<file path="config.mk">
export PLATFORM = sky130hd
export DESIGN_NAME = dmem_arbiter_ctrl
export DESIGN_NICKNAME = d
export VERILOG_FILES = /design/src/rtl/dmem_pkg.sv /design/src/rtl/dmem_lane_align.sv /design/src/rtl/dmem_arbiter_ctrl.sv
export SDC_FILE = /design/constraint.sdc
export NUM_CORES = 1
export LEC_CHECK = 0
export ABC_AREA = 1
export CORE_MARGIN = 2
export CORE_UTILIZATION = 50
export DETAILED_ROUTE_END_ITERATION = 10
export PLACE_DENSITY = 0.8
export RECOVER_POWER = 100
export SLEW_MARGIN = 30
export SYNTH_ARGS = -nofsm -noshare
export SYNTH_HDL_FRONTEND = slang
export SYNTH_HIERARCHICAL = 1
export SYNTH_SLANG_ARGS = --single-unit
export TNS_END_PERCENT = 20
</file>
<file path="constraint.sdc">
create_clock -name clk -period 2.4 [get_ports clk]
set_input_delay 0.24 -clock clk [delete_from_list [all_inputs] [get_ports clk]]
set_output_delay 0.24 -clock clk [all_outputs]
set_load 0.02 [all_outputs]
</file>
<file path="src/rtl/dmem_pkg.sv">
// Shared definitions for the data-memory arbiter and its lane aligner:
// access-size encodings, FSM states, requester identifiers and width defaults.
package dmem_pkg;

  localparam int DW_DEF = 32;
  localparam int AW_DEF = 10;

  typedef enum logic [1:0] {
    SZ_BYTE = 2'b00,
    SZ_HALF = 2'b01,
    SZ_WORD = 2'b10,
    SZ_RSVD = 2'b11
  } size_e;

  typedef enum logic [2:0] {
    ST_IDLE   = 3'd0,
    ST_RD     = 3'd1,
    ST_RMW_RD = 3'd2,
    ST_RMW_WR = 3'd3,
    ST_DONE   = 3'd4
  } state_e;

  typedef enum logic {
    PORT_A = 1'b0,
    PORT_B = 1'b1
  } port_e;

  // An access is rejected when the size is reserved or the byte offset
  // is not naturally aligned for the requested size.
  function automatic logic access_err(input size_e size, input logic [1:0] offset);
    case (size)
      SZ_BYTE: return 1'b0;
      SZ_HALF: return offset[0];
      SZ_WORD: return (offset != 2'b00);
      default: return 1'b1;
    endcase
  endfunction

endpackage

</file>
<file path="src/rtl/dmem_lane_align.sv">
// Purely combinational byte-lane logic for a little-endian 32-bit word:
// extracts and sign/zero-extends a sub-word for loads, and merges a
// right-aligned sub-word into an existing word for stores.
module dmem_lane_align
  import dmem_pkg::*;
(
  input  logic [DW_DEF-1:0] word_i,
  input  logic [1:0]        offset_i,
  input  size_e             size_i,
  input  logic              signed_i,
  input  logic [DW_DEF-1:0] wdata_i,
  output logic [DW_DEF-1:0] load_o,
  output logic [DW_DEF-1:0] store_o
);

  logic [7:0]  byte_sel;
  logic [15:0] half_sel;
  logic [4:0]  lane_lsb;

  assign lane_lsb = {offset_i, 3'b000};
  assign byte_sel = word_i[lane_lsb +: 8];
  assign half_sel = offset_i[1] ? word_i[31:16] : word_i[15:0];

  // Load path: pick the addressed lane and extend it to a full word.
  always_comb begin
    // NOTE: every output gets a default before the case so no path leaves it
    // unassigned; otherwise synthesis infers a latch.
    load_o = '0;
    case (size_i)
      SZ_BYTE: load_o = {{24{signed_i & byte_sel[7]}}, byte_sel};
      SZ_HALF: load_o = {{16{signed_i & half_sel[15]}}, half_sel};
      SZ_WORD: load_o = word_i;
      default: load_o = '0;
    endcase
  end

  // Store path: replace only the addressed lane of the old word.
  always_comb begin
    store_o = word_i;
    case (size_i)
      SZ_BYTE: store_o[lane_lsb +: 8] = wdata_i[7:0];
      SZ_HALF: begin
        if (offset_i[1]) store_o[31:16] = wdata_i[15:0];
        else             store_o[15:0]  = wdata_i[15:0];
      end
      SZ_WORD: store_o = wdata_i;
      default: store_o = word_i;
    endcase
  end

endmodule

</file>
<file path="src/rtl/dmem_arbiter_ctrl.sv">
// Two-port arbiter and sequencer for the single-ported data memory.
// Requester A (pipeline MEM stage) and B (debug/loader) are arbitrated
// round-robin on contention; sub-word stores become read-modify-write.
// Every output is registered: each output's next value is decoded from the
// next FSM state so it is valid during the cycle that state is occupied.
module dmem_arbiter_ctrl
  import dmem_pkg::*;
#(
  parameter int AW = AW_DEF,
  parameter int DW = DW_DEF
) (
  input  logic          clk,
  input  logic          rst_n,
  input  logic          a_req,
  input  logic          a_we,
  input  logic [1:0]    a_size,
  input  logic          a_signed,
  input  logic [AW+1:0] a_addr,
  input  logic [DW-1:0] a_wdata,
  output logic          a_ack,
  input  logic          b_req,
  input  logic          b_we,
  input  logic [1:0]    b_size,
  input  logic          b_signed,
  input  logic [AW+1:0] b_addr,
  input  logic [DW-1:0] b_wdata,
  output logic          b_ack,
  output logic [DW-1:0] rsp_rdata,
  output logic          rsp_err,
  output logic          mem_read,
  output logic          mem_write,
  output logic [AW-1:0] mem_addr,
  output logic [DW-1:0] mem_din,
  input  logic [DW-1:0] mem_dout
);

  // Latched copy of the accepted request; request inputs are ignored
  // until the transaction completes.
  typedef struct packed {
    port_e         port;
    size_e         size;
    logic          sgn;
    logic [AW-1:0] widx;
    logic [1:0]    off;
    logic [DW-1:0] wdata;
  } op_t;

  state_e        state_q, state_d;
  port_e         rr_last_q, rr_last_d;
  op_t           op_q, op_d;

  logic          a_ack_q, a_ack_d;
  logic          b_ack_q, b_ack_d;
  logic [DW-1:0] rsp_rdata_q, rsp_rdata_d;
  logic          rsp_err_q, rsp_err_d;
  logic          mem_read_q, mem_read_d;
  logic          mem_write_q, mem_write_d;
  logic [AW-1:0] mem_addr_q, mem_addr_d;
  logic [DW-1:0] mem_din_q, mem_din_d;

  // Winner selection: B wins if alone, or on contention when A won last.
  logic          grant_b;
  logic          sel_we;
  size_e         sel_size;
  logic          sel_signed;
  logic [AW+1:0] sel_addr;
  logic [DW-1:0] sel_wdata;
  logic          sel_err;

  assign grant_b    = b_req & (~a_req | (rr_last_q == PORT_A));
  assign sel_we     = grant_b ? b_we     : a_we;
  assign sel_size   = size_e'(grant_b ? b_size : a_size);
  assign sel_signed = grant_b ? b_signed : a_signed;
  assign sel_addr   = grant_b ? b_addr   : a_addr;
  assign sel_wdata  = grant_b ? b_wdata  : a_wdata;
  assign sel_err    = access_err(sel_size, sel_addr[1:0]);

  // Lane logic works on the raw memory output so load data and merged store
  // data are ready at the edge that ends RD / RMW_RD.
  logic [DW-1:0] load_data;
  logic [DW-1:0] merged_word;

  dmem_lane_align u_lane_align (
    .word_i   (mem_dout),
    .offset_i (op_q.off),
    .size_i   (op_q.size),
    .signed_i (op_q.sgn),
    .wdata_i  (op_q.wdata),
    .load_o   (load_data),
    .store_o  (merged_word)
  );

  // State, op and registered-output update with synchronous reset.
  always_ff @(posedge clk) begin
    // NOTE: sequential state uses non-blocking assignments so every register
    // samples its pre-edge value regardless of statement order.
    if (!rst_n) begin
      state_q     <= ST_IDLE;
      rr_last_q   <= PORT_B;
      op_q        <= '0;
      a_ack_q     <= 1'b0;
      b_ack_q     <= 1'b0;
      rsp_rdata_q <= '0;
      rsp_err_q   <= 1'b0;
      mem_read_q  <= 1'b0;
      mem_write_q <= 1'b0;
      mem_addr_q  <= '0;
      mem_din_q   <= '0;
    end else begin
      state_q     <= state_d;
      rr_last_q   <= rr_last_d;
      op_q        <= op_d;
      a_ack_q     <= a_ack_d;
      b_ack_q     <= b_ack_d;
      rsp_rdata_q <= rsp_rdata_d;
      rsp_err_q   <= rsp_err_d;
      mem_read_q  <= mem_read_d;
      mem_write_q <= mem_write_d;
      mem_addr_q  <= mem_addr_d;
      mem_din_q   <= mem_din_d;
    end
  end

  // Next-state and next-output decode.
  always_comb begin
    state_d     = state_q;
    rr_last_d   = rr_last_q;
    op_d        = op_q;
    a_ack_d     = 1'b0;
    b_ack_d     = 1'b0;
    rsp_rdata_d = '0;
    rsp_err_d   = 1'b0;
    mem_read_d  = 1'b0;
    mem_write_d = 1'b0;
    mem_addr_d  = '0;
    mem_din_d   = '0;

    case (state_q)
      ST_IDLE: begin
        if (a_req | b_req) begin
          op_d.port  = grant_b ? PORT_B : PORT_A;
          op_d.size  = sel_size;
          op_d.sgn   = sel_signed;
          op_d.widx  = sel_addr[AW+1:2];
          op_d.off   = sel_addr[1:0];
          op_d.wdata = sel_wdata;
          if (a_req & b_req) rr_last_d = grant_b ? PORT_B : PORT_A;

          if (sel_err) begin
            state_d   = ST_DONE;
            rsp_err_d = 1'b1;
          end else if (!sel_we) begin
            state_d    = ST_RD;
            mem_read_d = 1'b1;
            mem_addr_d = sel_addr[AW+1:2];
          end else if (sel_size == SZ_WORD) begin
            state_d     = ST_RMW_WR;
            mem_write_d = 1'b1;
            mem_addr_d  = sel_addr[AW+1:2];
            mem_din_d   = sel_wdata;
          end else begin
            state_d    = ST_RMW_RD;
            mem_read_d = 1'b1;
            mem_addr_d = sel_addr[AW+1:2];
          end
        end
      end
      ST_RD: begin
        state_d     = ST_DONE;
        rsp_rdata_d = load_data;
      end
      ST_RMW_RD: begin
        state_d     = ST_RMW_WR;
        mem_write_d = 1'b1;
        mem_addr_d  = op_q.widx;
        mem_din_d   = merged_word;
      end
      ST_RMW_WR: state_d = ST_DONE;
      ST_DONE:   state_d = ST_IDLE;
      default:   state_d = ST_IDLE;
    endcase

    if (state_d == ST_DONE) begin
      a_ack_d = (op_d.port == PORT_A);
      b_ack_d = (op_d.port == PORT_B);
    end
  end

  assign a_ack     = a_ack_q;
  assign b_ack     = b_ack_q;
  assign rsp_rdata = rsp_rdata_q;
  assign rsp_err   = rsp_err_q;
  assign mem_read  = mem_read_q;
  assign mem_write = mem_write_q;
  assign mem_addr  = mem_addr_q;
  assign mem_din   = mem_din_q;

endmodule
</file>
Word level (Yosys, flattened, before mapping)
Index checks and enable logic that the tools add are counted.

Shifts and indexed selects: 3. Reduce and logical (&&, ||, !) cells: 11. Muxes and demuxes: 36. $add $sub $neg: 1. Bitwise operators: 12. Equal/unequal tests: 8.

Operator list (count): $pmux W32 S3 (2); $mux W32 (5); $mux W48 (2); $pmux W32 S2 (1); $mux W16 (3); $bwmux W32 (1); $shift A8 B7 Y32 const A (1); $shiftx A32 B6 Y8 (1); $shiftx A8 B7 Y32 (1); $mux W10 (2); $pmux W10 S2 (1); $mux W12 (1); $mux W1 (11); $pmux W3 S3 (1); $neg A5 Y7 (1); $eq A3 B2 Y1 const B (2); $mux W3 (2); $not A1 Y1 (6); $reduce_and A2 Y1 (3); $reduce_and A3 Y1 (2); $and A1 B1 Y1 (4); $eq A2 B1 Y1 const B (2); $eq A2 B2 Y1 const B (2); $logic_not A2 Y1 (2); other kinds (10) (12).

Input bits: 132. Flip-flop bits (word level): 131. Word-level logic and storage cells: 87. Output and inout bits: 79.

Logic depth before layout (Yosys ltp)
Gate-level depths: netlist (run 1).

Word-level depth: 12. Depth in mapped cells: 12. Mapped depth without buffers: 10.

By module
Netlist (run 1), hierarchy kept.

Modules (own cells, without submodules): dmem_arbiter_ctrl (instances 1, seq. area each 2622.5 µm², cells an instance 760, area each 5657.9 µm²); dmem_lane_align (instances 1, seq. area each 0.0 µm², cells an instance 548, area each 2451.1 µm²).

Least setup slack after synthesis (run 1)
OpenSTA, ideal clock, no wires.

Path kind: flip-flop to flip-flop. From: register op_q[33] (netlist bit). To: register mem_din_q[12] (netlist: mem_din[12]). Arrival time: 2102 ps. Stages on the path, launching flop included: 13. Slack: 226 ps. Path buffers: 2. Period minus slack after synthesis: 2174 ps. Required time: 2329 ps. Library setup time: 71 ps. Path through: dfxtp_1 buf_2 inv_2 buf_2 ha_1 inv_1 nor2_1 nand2_1 o21ai_0 nand2_1 nand2_1 nand2_1 a21oi_2.

Word-level cells in the longest chain between the ends: 5. Elaborated cells on any way between the ends: 7. Those cells by class: 1 x add/sub; 2 x shift; 4 x mux.

Ends and longest elaborated chain: start, declared (line dmem_arbiter_ctrl.sv:50) `op_t op_q, op_d;`; start signal, assigned (line dmem_arbiter_ctrl.sv:112) `op_q <= op_d;`; $neg A5 Y7 (line dmem_lane_align.sv:41) `SZ_BYTE: store_o[lane_lsb +: 8] = wdata_i[7:0];`; $shiftx A8 B7 Y32 / $shift A8 B7 Y32 (equally long branches) (line dmem_lane_align.sv:41); $bwmux W32 (line dmem_lane_align.sv:41); $pmux W32 S3 (*) (line dmem_lane_align.sv:40) `case (size_i)`; named net merged_word[12] (line dmem_arbiter_ctrl.sv:81) `logic [DW-1:0] merged_word;`; $pmux W32 S2 (*) (line dmem_arbiter_ctrl.sv:138) `case (state_q)`; end signal, assigned (line dmem_arbiter_ctrl.sv:120) `mem_din_q <= mem_din_d;`; end, declared (line dmem_arbiter_ctrl.sv:59) `logic [DW-1:0] mem_din_q, mem_din_d;`.

The timed path passes the listed nets; every way through them passes the cells marked *. A chain may end at the register's enable or synchronous reset.

Worst setup path after layout (run 1)
From: register op_q[45] (netlist bit). To: register mem_din_q[14] (netlist: mem_din[14]).

Word-level cells in the longest chain between the ends: 3. Elaborated cells on any way between the ends: 5. Those cells by class: 2 x eq/ne; 2 x mux; 1 x reduce/logical.

Ends and longest elaborated chain (line): $eq A2 B2 Y1, or another cell as far along (dmem_lane_align.sv:40); $pmux W32 S3 (*) (dmem_lane_align.sv:40); named net merged_word[14] (dmem_arbiter_ctrl.sv:81); $pmux W32 S2 (*) (dmem_arbiter_ctrl.sv:138).

Marks and branches as above.

==> tab_implementation.tex, run 1 <==
\begin{tabular}{lr}
\hline
Metric & Value \\
\hline
\multicolumn{2}{l}{\textbf{Status}} \\
\quad Result of the run & complete, no violations \\
\multicolumn{2}{l}{\textbf{Critical path}} \\
\quad Setup slack of the most critical reg-to-reg path & 240 ps \\
\quad Reg2Reg Depth & 8 \\
\quad End of the worst register-to-register path & mem\_din[14] \\
\quad Launch point of the worst path & op\_q[45] \\
\quad Endpoint kind of the worst setup timing path & flop \\
\quad Setup crit start kind & flop \\
\quad Worst Path Class, Setup & reg -> reg \\
\quad Launch point of the worst reg-to-reg path & op\_q[45] \\
\quad Worst EP arrival & 2510 ps \\
\quad CP Max Fanout & 11 \\
\quad Crit path required time & 2750 ps \\
\multicolumn{2}{l}{\textbf{Synthesis}} \\
\quad Fraction of synthesized cell area taken by the top area cell type & 32.3\% \\
\quad Synthesized netlist cell count & 1308 \\
\quad Number of synthesis warnings & 6 \\
\quad \#FFs+latches synth & 131 \\
\quad Largest cells by area after synthesis & dfxtp\_1, nand2\_1, inv\_1 \\
\quad Cell taking the most area after synthesis & dfxtp\_1 \\
\quad Post-synthesis net count & 1445 \\
\quad Number of distinct standard cells referenced by the synthesized netlist & 36 \\
\quad Synthesized cell area & 8110 um2 \\
\quad Synthesized area divided by synthesized cell count & 6.20 um2 \\
\quad Sequential-to-total area share from yosys stat & 32.3\% \\
\multicolumn{2}{l}{\textbf{Placement}} \\
\quad Global placer's final weighted congestion & 0.966 \\
\quad Detailed-placement wirelength estimate & 19000 um \\
\quad DP Cell Count & 1690 \\
\quad Placed Area & 10300 um2 \\
\quad Count of buffers from port buffering & 210 \\
\multicolumn{2}{l}{\textbf{Layout}} \\
\quad Total Nets Final & 1630 \\
\quad Final non-filler cell total & 1721 \\
\quad Synthesis-to-layout area growth & 33.2\% \\
\quad Share of cells above drive strength 1 & 8.11\% \\
\quad \# diodes & 0 \\
\quad Area of the multi-input gates & 4270 um2 \\
\quad Number of fillers in the final layout & 1438 \\
\quad Final cell area excluding filler cells & 10800 um2 \\
\quad Area occupied by registers & 2620 um2 \\
\multicolumn{2}{l}{\textbf{Route}} \\
\quad TritonRoute pass-1 iters & 6 \\
\quad DRC Markers & 0 \\
\quad Wire per inst & 15.1 um \\
\quad Wirelength, routed & 25900 um \\
\quad DRT iter0 DRCs & 850 \\
\quad Number of routed nets with antenna violations & 0 \\
\quad Detailed-route vias per instance & 5.13 \\
\quad Number of vias in the routed layout & 8833 \\
\multicolumn{2}{l}{\textbf{Global routing}} \\
\quad Vias in the first global route & 8141 \\
\quad Maximum number of pins on one net before global-route repair & 91 \\
\quad GR Util met3 & 6.52\% \\
\quad Number of antenna violations at the first check in global routing & 0 \\
\quad Wire length of the first global-routing pass & 41500 um \\
\quad Gr usage total & 30.0\% \\
\quad GR Util met1 & 40.2\% \\
\quad GR peak layer & met2 \\
\quad Residual overflow from global routing & 0 \\
\quad Met2 Usage GRT & 47.3\% \\
\multicolumn{2}{l}{\textbf{Floorplan}} \\
\quad Area of the placeable core & 15900 um2 \\
\quad Die Ht & 131 um \\
\quad Chip width & 131 um \\
\quad Initial Utilization & 51.0\% \\
\quad Floorplan die area & 17300 um2 \\
\quad I/O Pins & 211 \\
\quad Number of placement rows & 46 \\
\multicolumn{2}{l}{\textbf{CTS}} \\
\quad Count of clock tree sinks & 131 \\
\quad Buffers inserted during post-CTS setup optimization & 0 \\
\quad Clk root buf & clkbuf\_16 \\
\quad CTS Buffer Depth & 2 \\
\quad Number of cells upsized or downsized after cts & 0 \\
\quad Number of levels in the clock H-tree & 4 \\
\quad Clk\_lat worst skew & 440 ps \\
\quad Clock tree from TritonCTS & done \\
\quad CTS Hold Buffers Added & 0 \\
\quad CTS buffer count & 17 \\
\quad CTS clock-pin slew for the worst setup and hold paths & 60 ps \\
\multicolumn{2}{l}{\textbf{Power and ir drop}} \\
\quad Cell Pwr Density & 716 nW/um2 \\
\quad Leakage component of the power & 5.19 nW \\
\quad Highest ir drop seen on vdd & 565 uV \\
\multicolumn{2}{l}{\textbf{Min path}} \\
\quad Cell count of the worst hold path & 3 \\
\quad Hold-critical path endpoint & op\_q[44] \\
\quad Worst min-delay path startpoint & a\_signed \\
\quad Hold Crit Class & in -> reg \\
\multicolumn{2}{l}{\textbf{Timing}} \\
\quad Worst slew margin & 47.5\% \\
\quad Clock period minus worst slack & 2160 ps \\
\quad Total count of hold-check failures in the final report & 0 \\
\quad Ratio of final minimum period to clock period & 90.0\% \\
\quad Setup violation total in the final timing report & 0 \\
\quad Final TNS setup & 0 ps \\
\quad Final max-slew violation count & 0 \\
\quad Peak Freq & 0.463 GHz \\
\quad Worst clock skew & 9.99 ps \\
\quad Worst Tran Pin Value & 784 ps \\
\quad Setup repair after global routing missed its margin & false \\
\multicolumn{2}{l}{\textbf{Flow run}} \\
\quad Max\_cap viols & 0 \\
\hline
\end{tabular}
layout make-up:
class / count / share of cell area (%)
Multi-Input combinational cell: 919 / 39.5
Sequential cell: 131 / 24.3
Timing Repair Buffer: 240 / 21.9
Inverter: 184 / 6.42
Clock buffer: 17 / 3.94
Tap cell: 216 / 2.50
Clock inverter: 14 / 1.40
kinds of logic after synthesis:
logic type | after synthesis | synth area share [%]
AND/OR/NAND/NOR | 711 | 38.0
adder cells (fa/ha/maj) | 5 | 0.771
AO/OA/AOI/OAI | 203 | 15.0
buffers and inverters | 258 | 13.9
flip-flops | 131 | 32.3
cell usage after synthesis:
cell type,count
nor2_8,1
nand3_4,1
and3_1,1
nand3_2,31
nand2_4,7
or2_2,2
a21boi_0,1
a22oi_1,26
buf_1,4
nand2_1,472
nand4_1,3
buf_6,10
inv_2,5
buf_4,6
nor3_1,3
clkinv_1,2
o211ai_1,6
o21ai_0,43
nand2_2,3
a21oi_1,93
buf_12,1
ha_1,5
nor2_2,1
buf_2,33
o21ai_2,2
o22ai_1,1
o21ai_1,2
nor2_1,121
clkbuf_1,20
nand3b_1,6
dfxtp_1,131
nor2_4,2
nand3_1,57
a21oi_2,29
inv_1,176
clkinv_2,1
power by group:
part	total [mW]	switching (mW)	internal, mW
logic	2.61	1.68	0.928
registers	2.52	0.163	2.35
clock network	2.61	1.07	1.54
through the flow:
| step | total power [mW] | worst slack (ps) | utilization, % | hold slack [ps] |
|---|---|---|---|---|
| 2_1_floorplan | 4.28 | 226 | - | 339 |
| 4_1_cts | 7.75 | 361 | 68.7 | 439 |
| 5_1_grt | 8.14 | 67.6 | 68.0 | 474 |
| 3_3_place_gp | 5.13 | 231 | 65.1 | 451 |
| 6_report | 7.74 | 241 | 68.0 | 437 |
| 3_5_place_dp | 5.16 | 173 | 65.1 | 460 |
worst max-delay path by stage:
stage,cells past startpoint,slack [ps],endpoint
6_report,8,240,mem_din[14]
5_1_grt,9,70,rsp_rdata[29]
4_1_cts,9,360,mem_din[29]
3_5_place_dp,10,170,mem_din[26]
3_3_place_gp,10,230,mem_din[5]
2_1_floorplan,12,230,mem_din[12]
worst max-delay path, cell delays in order (launching register included):
cell,delay (ps)
dfxtp_1,480
inv_1,190
nor2_4,360
nand2_1,170
nand2_1,320
a21oi_1,110
nand2_1,120
nand2_1,80
a21oi_1,230
layer usage:
metal | part of all wire [%] | vias up | routed length (um)
met1 | 44 | 3925 | 11400
met2 | 44 | 439 | 11500
met4 | 2.7 | 0 | 690
met3 | 8.8 | 55 | 2280
met5 | 0 | - | 0
li1 | - | 4414 | -
sequential cells by signal, summed over array words and instances (netlist names):
register	flops
mem_read	1
mem_din	32
mem_write	1
op_q	48
a_ack	1
b_ack	1
state_q	3
mem_addr	10
rsp_rdata	32
rr_last_q	1
rsp_err	1
layout by cell type, fill, tap and decap left out, types with 3 or more instances in the layout:
master             n
ha_1               5
nand2_4            7
a21oi_2           18
nand2_1          472
clkbuf_16         17
a21oi_1          104
inv_1            178
inv_6              6
nand3_1           67
buf_4             22
dlygate4sd3_1     79
a22oi_1           26
nor3_1             3
o211ai_1           6
nor2_1           121
clkdlybuf4s50_1  131
dfxtp_1          130
nand2_2            3
buf_12             4
clkinv_2           4
nand3b_1           6
nand4_1            3
nand3_2           21
o21ai_0           43
Power figures use the tool's default switching activity.
==> inputs of run 2 (changes only) <==
PLACE_DENSITY = 0.94   (was 0.8)
==> run 2 against run 1 <==
- via count increased by 4.1%
- power increased by 0.46%
- first-iteration DRC count increased by 21%
- global-route usage increased by 1.2 points
- sequential share of layout area fell by 0.093 points
- critical path type is now in -> reg
- register-to-register slack gained 50 ps
- flip-flop and latch count unchanged
- worst hold slack better by 1.6 ps
==> tab_implementation.tex, run 2 (synthesis results as in run 1) <==
\begin{tabular}{lr}
\hline
Metric & Value \\
\hline
\multicolumn{2}{l}{\textbf{CTS}} \\
\quad Number of cells upsized or downsized after cts & 0 \\
\quad CTS Hold Buffers Added & 0 \\
\quad Clk root buf & clkbuf\_16 \\
\quad Clock tree from TritonCTS & done \\
\quad Number of levels in the clock H-tree & 4 \\
\quad Clk\_lat worst skew & 440 ps \\
\quad CTS Buffer Depth & 2 \\
\quad CTS clock-pin slew for the worst setup and hold paths & 70 ps \\
\quad Count of clock tree sinks & 131 \\
\quad CTS buffer count & 17 \\
\quad Buffers inserted during post-CTS setup optimization & 0 \\
\multicolumn{2}{l}{\textbf{Global routing}} \\
\quad Maximum number of pins on one net before global-route repair & 91 \\
\quad Gr usage total & 31.2\% \\
\quad Number of antenna violations at the first check in global routing & 0 \\
\quad Wire length of the first global-routing pass & 43100 um \\
\quad Residual overflow from global routing & 0 \\
\quad Vias in the first global route & 8620 \\
\multicolumn{2}{l}{\textbf{Floorplan}} \\
\quad Area of the placeable core & 15900 um2 \\
\quad I/O Pins & 211 \\
\quad Number of placement rows & 46 \\
\quad Die Ht & 131 um \\
\quad Initial Utilization & 51.0\% \\
\quad Chip width & 131 um \\
\quad Floorplan die area & 17300 um2 \\
\multicolumn{2}{l}{\textbf{Flow run}} \\
\quad Max\_cap viols & 0 \\
\multicolumn{2}{l}{\textbf{Route}} \\
\quad Wire per inst & 15.8 um \\
\quad Wirelength, routed & 27200 um \\
\quad DRC Markers & 0 \\
\quad Number of routed nets with antenna violations & 0 \\
\quad Detailed-route vias per instance & 5.34 \\
\quad TritonRoute pass-1 iters & 5 \\
\quad DRT iter0 DRCs & 1026 \\
\quad Number of vias in the routed layout & 9195 \\
\multicolumn{2}{l}{\textbf{Status}} \\
\quad Result of the run & complete, no violations \\
\multicolumn{2}{l}{\textbf{Critical path}} \\
\quad CP Max Fanout & 43 \\
\quad Cell occurring most often along the worst timing path & nand2\_1 \\
\quad Worst path slowest cell & dlygate4sd3\_1 \\
\quad Worst Path Class, Setup & in -> reg \\
\quad Maximum cell stage delay along the critical path & 690 ps \\
\quad Setup crit start kind & input pin \\
\quad Endpoint kind of the worst setup timing path & flop \\
\quad Ordered list of cells on the worst path & dlygate4sd3\_1, nand2\_1, inv\_2, buf\_12, nand2\_1, nand2\_1, inv\_1, nor2\_1, nand3\_2, a21oi\_1 \\
\quad Worst EP arrival & 2520 ps \\
\quad Crit path required time & 2770 ps \\
\multicolumn{2}{l}{\textbf{Power and ir drop}} \\
\quad Highest ir drop seen on vdd & 584 uV \\
\quad Leakage component of the power & 5.20 nW \\
\quad Cell Pwr Density & 717 nW/um2 \\
\multicolumn{2}{l}{\textbf{Placement}} \\
\quad Global placer's final weighted congestion & 0.967 \\
\quad Count of buffers from port buffering & 210 \\
\quad Detailed-placement wirelength estimate & 19300 um \\
\multicolumn{2}{l}{\textbf{Layout}} \\
\quad Reg with most FFs & op\_q \\
\quad Synthesis-to-layout area growth & 33.7\% \\
\quad Total Nets Final & 1630 \\
\quad Flip-flop count of the largest register after layout & 48 \\
\quad Most frequent cells in the layout & nand2\_1, inv\_1, dfxtp\_1, clkdlybuf4s50\_1, nor2\_1 \\
\quad Share of cells above drive strength 1 & 8.43\% \\
\quad Most common cell after layout, fill and taps aside & nand2\_1 \\
\quad \# diodes & 0 \\
\multicolumn{2}{l}{\textbf{Timing}} \\
\quad Setup repair after global routing missed its margin & false \\
\quad Final TNS setup & 0 ps \\
\quad Final hold slack & 439 ps \\
\quad Clock period minus worst slack & 2150 ps \\
\quad Total count of hold-check failures in the final report & 0 \\
\quad Worst Tran Pin Value & 706 ps \\
\quad Worst clock skew & 11.9 ps \\
\quad Worst slew margin & 52.9\% \\
\quad Setup violation total in the final timing report & 0 \\
\quad Final max-slew violation count & 0 \\
\quad Peak Freq & 0.465 GHz \\
\quad Ratio of final minimum period to clock period & 89.5\% \\
\multicolumn{2}{l}{\textbf{Min path}} \\
\quad Hold Crit Class & in -> reg \\
\hline
\end{tabular}
-- run 2: cell types whose count changed in the layout (fill, tap and decap cells not counted), moves of 3 or more --
cell,change
inv_8,+6
inv_6,-3
a21oi_1,-5
a21oi_2,+5
-- run 2: power by group --
part | internal, mW | switching, mW
Clock | 1.39 | 1.17
Sequential | 2.35 | 0.159
Combinational | 0.958 | 1.74
-- run 2: worst max-delay path: cells and delay by family --
family / cells / cell delay (ps)
AO/OA/AOI/OAI: 1 / 120
AND/OR/NAND/NOR: 5 / 930
buffers and inverters: 4 / 1210
-- run 2: stage by stage --
| stage | setup slack, ps | cells | util, % | total power, mW | area, um2 |
|---|---|---|---|---|---|
| 2_1_floorplan | 226 | 1308 | - | 4.28 | 8110 |
| 3_3_place_gp | 325 | 1690 | 65.2 | 5.13 | 10400 |
| 5_1_grt | 116 | 1722 | 68.2 | 8.16 | 10800 |
| 3_5_place_dp | 256 | 1690 | 65.2 | 5.19 | 10400 |
| 6_report | 251 | 1722 | 68.2 | 7.77 | 10800 |
| 4_1_cts | 411 | 1722 | 68.9 | 7.76 | 10900 |
-- run 2: layout make-up --
cell class	instances	area, um2
fillers	1359	5040
multi-input cells	919	4270
flip-flops and latches	131	2620
repair buffers	240	2400
inverters	184	693
clock buffers	17	425
well taps	216	270
clock inverters	15	159
-- run 2: metal layers --
metal	share of wire (%)	GRT usage, %	up-vias
met3	11	8.10	91
met4	4.3	14.7	0
met2	46	50.6	568
met1	39	38.8	4116
li1	-	-	4420
met5	0	0	-
-- run 2: final timing paths --
kind | depth (start not counted) | from | slack [ps] | end
worst max-delay path | 10 | b_req | 250 | mem_din[22]
worst min-delay path | 3 | a_signed | 440 | op_q[44]
worst max register to register | 7 | op_q[46] | 290 | rsp_rdata[10]
worst min register to register | 2 | op_q[42] | 470 | op_q[42]
==> patch 1 (flow settings as in run 2) <==
Set the package constant `AW_DEF` to 9 (it was 10).
--- a/src/rtl/dmem_pkg.sv
+++ b/src/rtl/dmem_pkg.sv
@@ -3,7 +3,7 @@
 package dmem_pkg;
 
   localparam int DW_DEF = 32;
-  localparam int AW_DEF = 10;
+  localparam int AW_DEF = 9;
 
   typedef enum logic [1:0] {
     SZ_BYTE = 2'b00,
Interface: changed (resized a_addr, b_addr and mem_addr); port bits go from 211 to 208. No check against the original RTL was run, so the function may have changed too.
==> patch 1 against run 2 <==
Worst hold slack lost 0.057 ns; area after synthesis down 0.79%; sequential share of layout area is 0.14 points lower; wire length fell by 1.6%; sequential cell count fell by 2; setup slack got worse by 0.076 ns; global-route usage grew 0.24 points; final area decreased by 0.95%; critical path depth is 1 lower; total power up 5.1%; register-to-register slack worse by 0.11 ns; fmax fell by 3.4%.
==> patch 1: results <==
status:
  status: "completed"
finish:
  finalNetCount: 1607
  regMostFlops: "op_q"
  largest_register_ffs: 47
  drive_above_1_share_pct: 7.88
placement:
  place_area_sq_um: 10200
  dp_hpwl_um: 19400
  portBuffers: 207
  gp_congestion: 0.978
drt:
  drt_pass1_iterations: 6
  dr.first_iter.drc_count: 957
  via_per_inst: 5.25
  wl_per_cell_um: 15.7
timing:
  fin_worst_skew_ns: 0.0101
  worst_pin_slew_ns: 0.753
  holdWs_ns: 0.382
logic_synthesis:
  synth_fp_nets: 1426
  async_flop_share_pct: 0
  yosysWarnings: 6
  yosys-top-cells-area: "dfxtp_1, nand2_1, inv_1"
  yosysSeqAreaShare_pct: 32.1
  synth-edff-count: 0
  synth.distinct_cells: 41
  synth_commonest_cells: "nand2_1, inv_1, dfxtp_1"
clock_network:
  htree_levels: 4
  post_cts_buffers: 0
  clock_latency_ns: 0.43
  numCtsBuffers: 17
  clock_path_buffers: 2
  ctsResizeCount: 0
  clk_pin_slew_worst_paths_ns: 0.06
  cts_root_buf: "clkbuf_16"
critical_path:
  r2r_slack_ns: 0.18
  critical-path-max-stage-delay_ns: 0.48
  critPathMaxFanout: 15
  cpLargestDelayFamily: "simple AND/OR/NAND/NOR gates"
  worstRegToRegCells: 9
  r2r_end: "mem_din[24]"
  worst_ep_arrival_time_ns: 2.57
  critPathSlowestCell: "nor2_1"
  r2r-start: "op_q[33]"
hold_path:
  hold_class: "in -> reg"
  whs_path_depth: 3
  worstHoldStart: "a_signed"
  hold_path_end: "op_q[43]"
global_routing:
  grt_pass1_vias: 8308
  grt_first_pass_wirelength_um: 41800
  grt_max_degree: 69
  antenna_found_initial: 1
  grt_usage_pct: 31.4
pwr:
  vdd_drop_max_mv: 0.532
  power_leakage_nw: 5.14
  p_int_mw: 5.12
## patch 1: worst register-to-register path: cells and delay by family (launching register included)
kind,cells,cell delay [ns]
buffers and inverters,1,0.26
AO/OA/AOI/OAI,1,0.21
flip-flops,1,0.35
adder cells (fa/ha/maj),1,0.33
AND/OR/NAND/NOR,6,0.99
## patch 1: power groups by stage
stage / combinational, mW / clock (mW) / sequential (mW)
2_1_floorplan: 1.90 / 0 / 2.57
3_3_place_gp: 2.81 / 0 / 2.56
3_5_place_dp: 2.86 / 0 / 2.56
4_1_cts: 2.89 / 2.78 / 2.52
5_1_grt: 3.17 / 2.87 / 2.54
6_report: 2.88 / 2.76 / 2.53
## patch 1: worst max path at each step
stage | start | end | cells past startpoint
4_1_cts | op_q[33] | mem_din[24] | 9
5_1_grt | op_q[33] | mem_din[24] | 9
3_5_place_dp | b_req | mem_din[27] | 10
6_report | op_q[33] | mem_din[24] | 9
3_3_place_gp | b_req | mem_din[27] | 10
2_1_floorplan | op_q[33] | mem_din[12] | 12
## patch 1: layout make-up
type                            count  area (sq um)
Fill cell                        1322          5090
Multi-Input combinational cell    907          4240
Sequential cell                   129          2580
Timing Repair Buffer              236          2330
Inverter                          181           681
Clock buffer                       19           443
Tap cell                          216           270
Clock inverter                     13           185
Antenna cell                        1          2.50
## patch 1: cells by family after synthesis
group           share of synthesized area, %
simple gates                            37.8
buf+inv                                 14.1
compound gates                          15.2
flops                                   32.1
fa+ha+maj                              0.778
## patch 1: metal layers
metal / up-vias / GRT usage, % / wire length, um
li1: 4367 / - / -
met1: 4016 / 40.1 / 10700
met2: 501 / 51.3 / 12400
met3: 57 / 7.65 / 2790
met4: 0 / 12.6 / 810
met5: - / 0 / 0
## patch 1: metrics by stage
| stage | power (mW) | setup WS [ns] | util [%] | std cells |
|---|---|---|---|---|
| 3_3_place_gp | 5.37 | 0.214 | 64.6 | 1669 |
| 4_1_cts | 8.19 | 0.306 | 68.6 | 1701 |
| 6_report | 8.17 | 0.176 | 67.8 | 1702 |
| 2_1_floorplan | 4.47 | 0.228 | - | 1291 |
| 5_1_grt | 8.58 | 0.0418 | 67.8 | 1701 |
| 3_5_place_dp | 5.42 | 0.132 | 64.6 | 1669 |
==> patch 2 (config.mk and constraints of run 2) <==
Made on the original files. Reset style: asynchronous (`rst_n`), changed in one clocked block. Comments in the files are not updated.
--- a/src/rtl/dmem_arbiter_ctrl.sv
+++ b/src/rtl/dmem_arbiter_ctrl.sv
@@ -91,7 +91,7 @@
   );
 
   // State, op and registered-output update with synchronous reset.
-  always_ff @(posedge clk) begin
+  always_ff @(posedge clk or negedge rst_n) begin
     // NOTE: sequential state uses non-blocking assignments so every register
     // samples its pre-edge value regardless of statement order.
     if (!rst_n) begin
Check against the original RTL: differs if rst_n is asserted again (counterexample within 4 cycles, from zero or initial values and one cycle with rst_n low); with rst_n held inactive, the same outputs for 10 cycles.
==> patch 2 against run 2 <==
Final cell count is 3.1% lower; critical path depth is 3 lower; sequential cell count did not move; setup slack got worse by 0.10 ns; area after synthesis rose by 0.83%; sequential share of layout area increased by 5.6 points; fmax is 4.4% lower; clock skew fell by 0.0010 ns; wire length up 2.0%; largest cell class unchanged; final area increased by 1.7%; global-route usage grew 0.66 points; synthesized cell count decreased by 4.2%.
Power is not compared: it rests on default switching activity, and its combinational part moved more than twofold at a synthesized area within 25%.
==> patch 2: results <==
drt:
  via_per_inst: 5.51
  drt_pass1_iterations: 7
  wl_per_cell_um: 16.6
  wl_met2_um: 13200
  dr.first_iter.drc_count: 1404
  wl_met3_um: 2730
  num_vias: 9190
global_routing:
  grt_max_degree: 107
  grt_usage_pct: 31.9
  met3_usage_pct: 6.34
  grt_use_met2_pct: 52.8
  grt_pass1_vias: 8518
  grt_first_pass_wirelength_um: 44100
timing:
  fin_worst_skew_ns: 0.0109
  relSlewSlack_pct: 35.1
  min_period_ns: 2.25
  holdWs_ns: 0.465
finish:
  buffer_area_share_pct: 20.9
  multi_input_cells: 917
  non_clock_buffer_count: 237
  seq_share_pct: 29.8
  nNonClkInverters: 137
  drive_above_1_share_pct: 5.57
  multi_input_area_share_pct: 36.4
  clkCellAreaFrac_pct: 5.71
  seq_cell_count: 131
  fin_area_sq_um: 11000
logic_synthesis:
  yosys-top-cells-area: "dfrtp_1, nand2_1, inv_1"
  synth.distinct_cells: 31
  async_flop_share_pct: 100
  ys.flop_type: "dfrtp_1"
  synth_fp_nets: 1390
  yosysSeqAreaShare_pct: 40.1
  synthCells: 1253
critical_path:
  r2r_slack_ns: 0.18
  critPathSlowestCell: "buf_4"
  critPathMaxFanout: 106
  worstRegToRegCells: 7
  setup.worst_path.end: "mem_addr[0]"
  critical-path-max-stage-delay_ns: 0.76
hold_path:
  hold_path_end: "op_q[36]"
  worstHoldStart: "b_addr[4]"
placement:
  pre_cts_ws_ns: 0.0588
  place_inst: 1637
  portBuffers: 210
  place_area_sq_um: 10400
  dp_hpwl_um: 19500
  gp_congestion: 0.969
clock_network:
  postCtsHoldBufs: 1
status:
  status: "completed"
## patch 2: cell types whose count changed in the layout (fill, tap and decap cells not counted), sizes merged, moves of 45 or more
cell   before  now
inv       189  138
o21ai      47   92
a21oi     122   36
dfxtp     131    0
nand2     482  551
dfrtp       0  130
## patch 2: worst register-to-register path, stage by stage (launching register included)
cell and delay [ns]:
dfrtp_1 0.58, nand2_1 0.43, clkbuf_1 0.59, nor2_1 0.12, a21oi_1 0.15, nand3_1 0.11, nand2_1 0.08, nand2_1 0.05
## patch 2: cell families (layout without fill, tap and decap cells)
| logic type | Yosys count | after routing | synth area share, % |
|---|---|---|---|
| compound gates | 144 | 144 | 9.40 |
| fa+ha+maj | 5 | 5 | 0.765 |
| buf+inv | 205 | 405 | 10.8 |
| flops | 131 | 131 | 40.1 |
| simple gates | 768 | 768 | 38.9 |
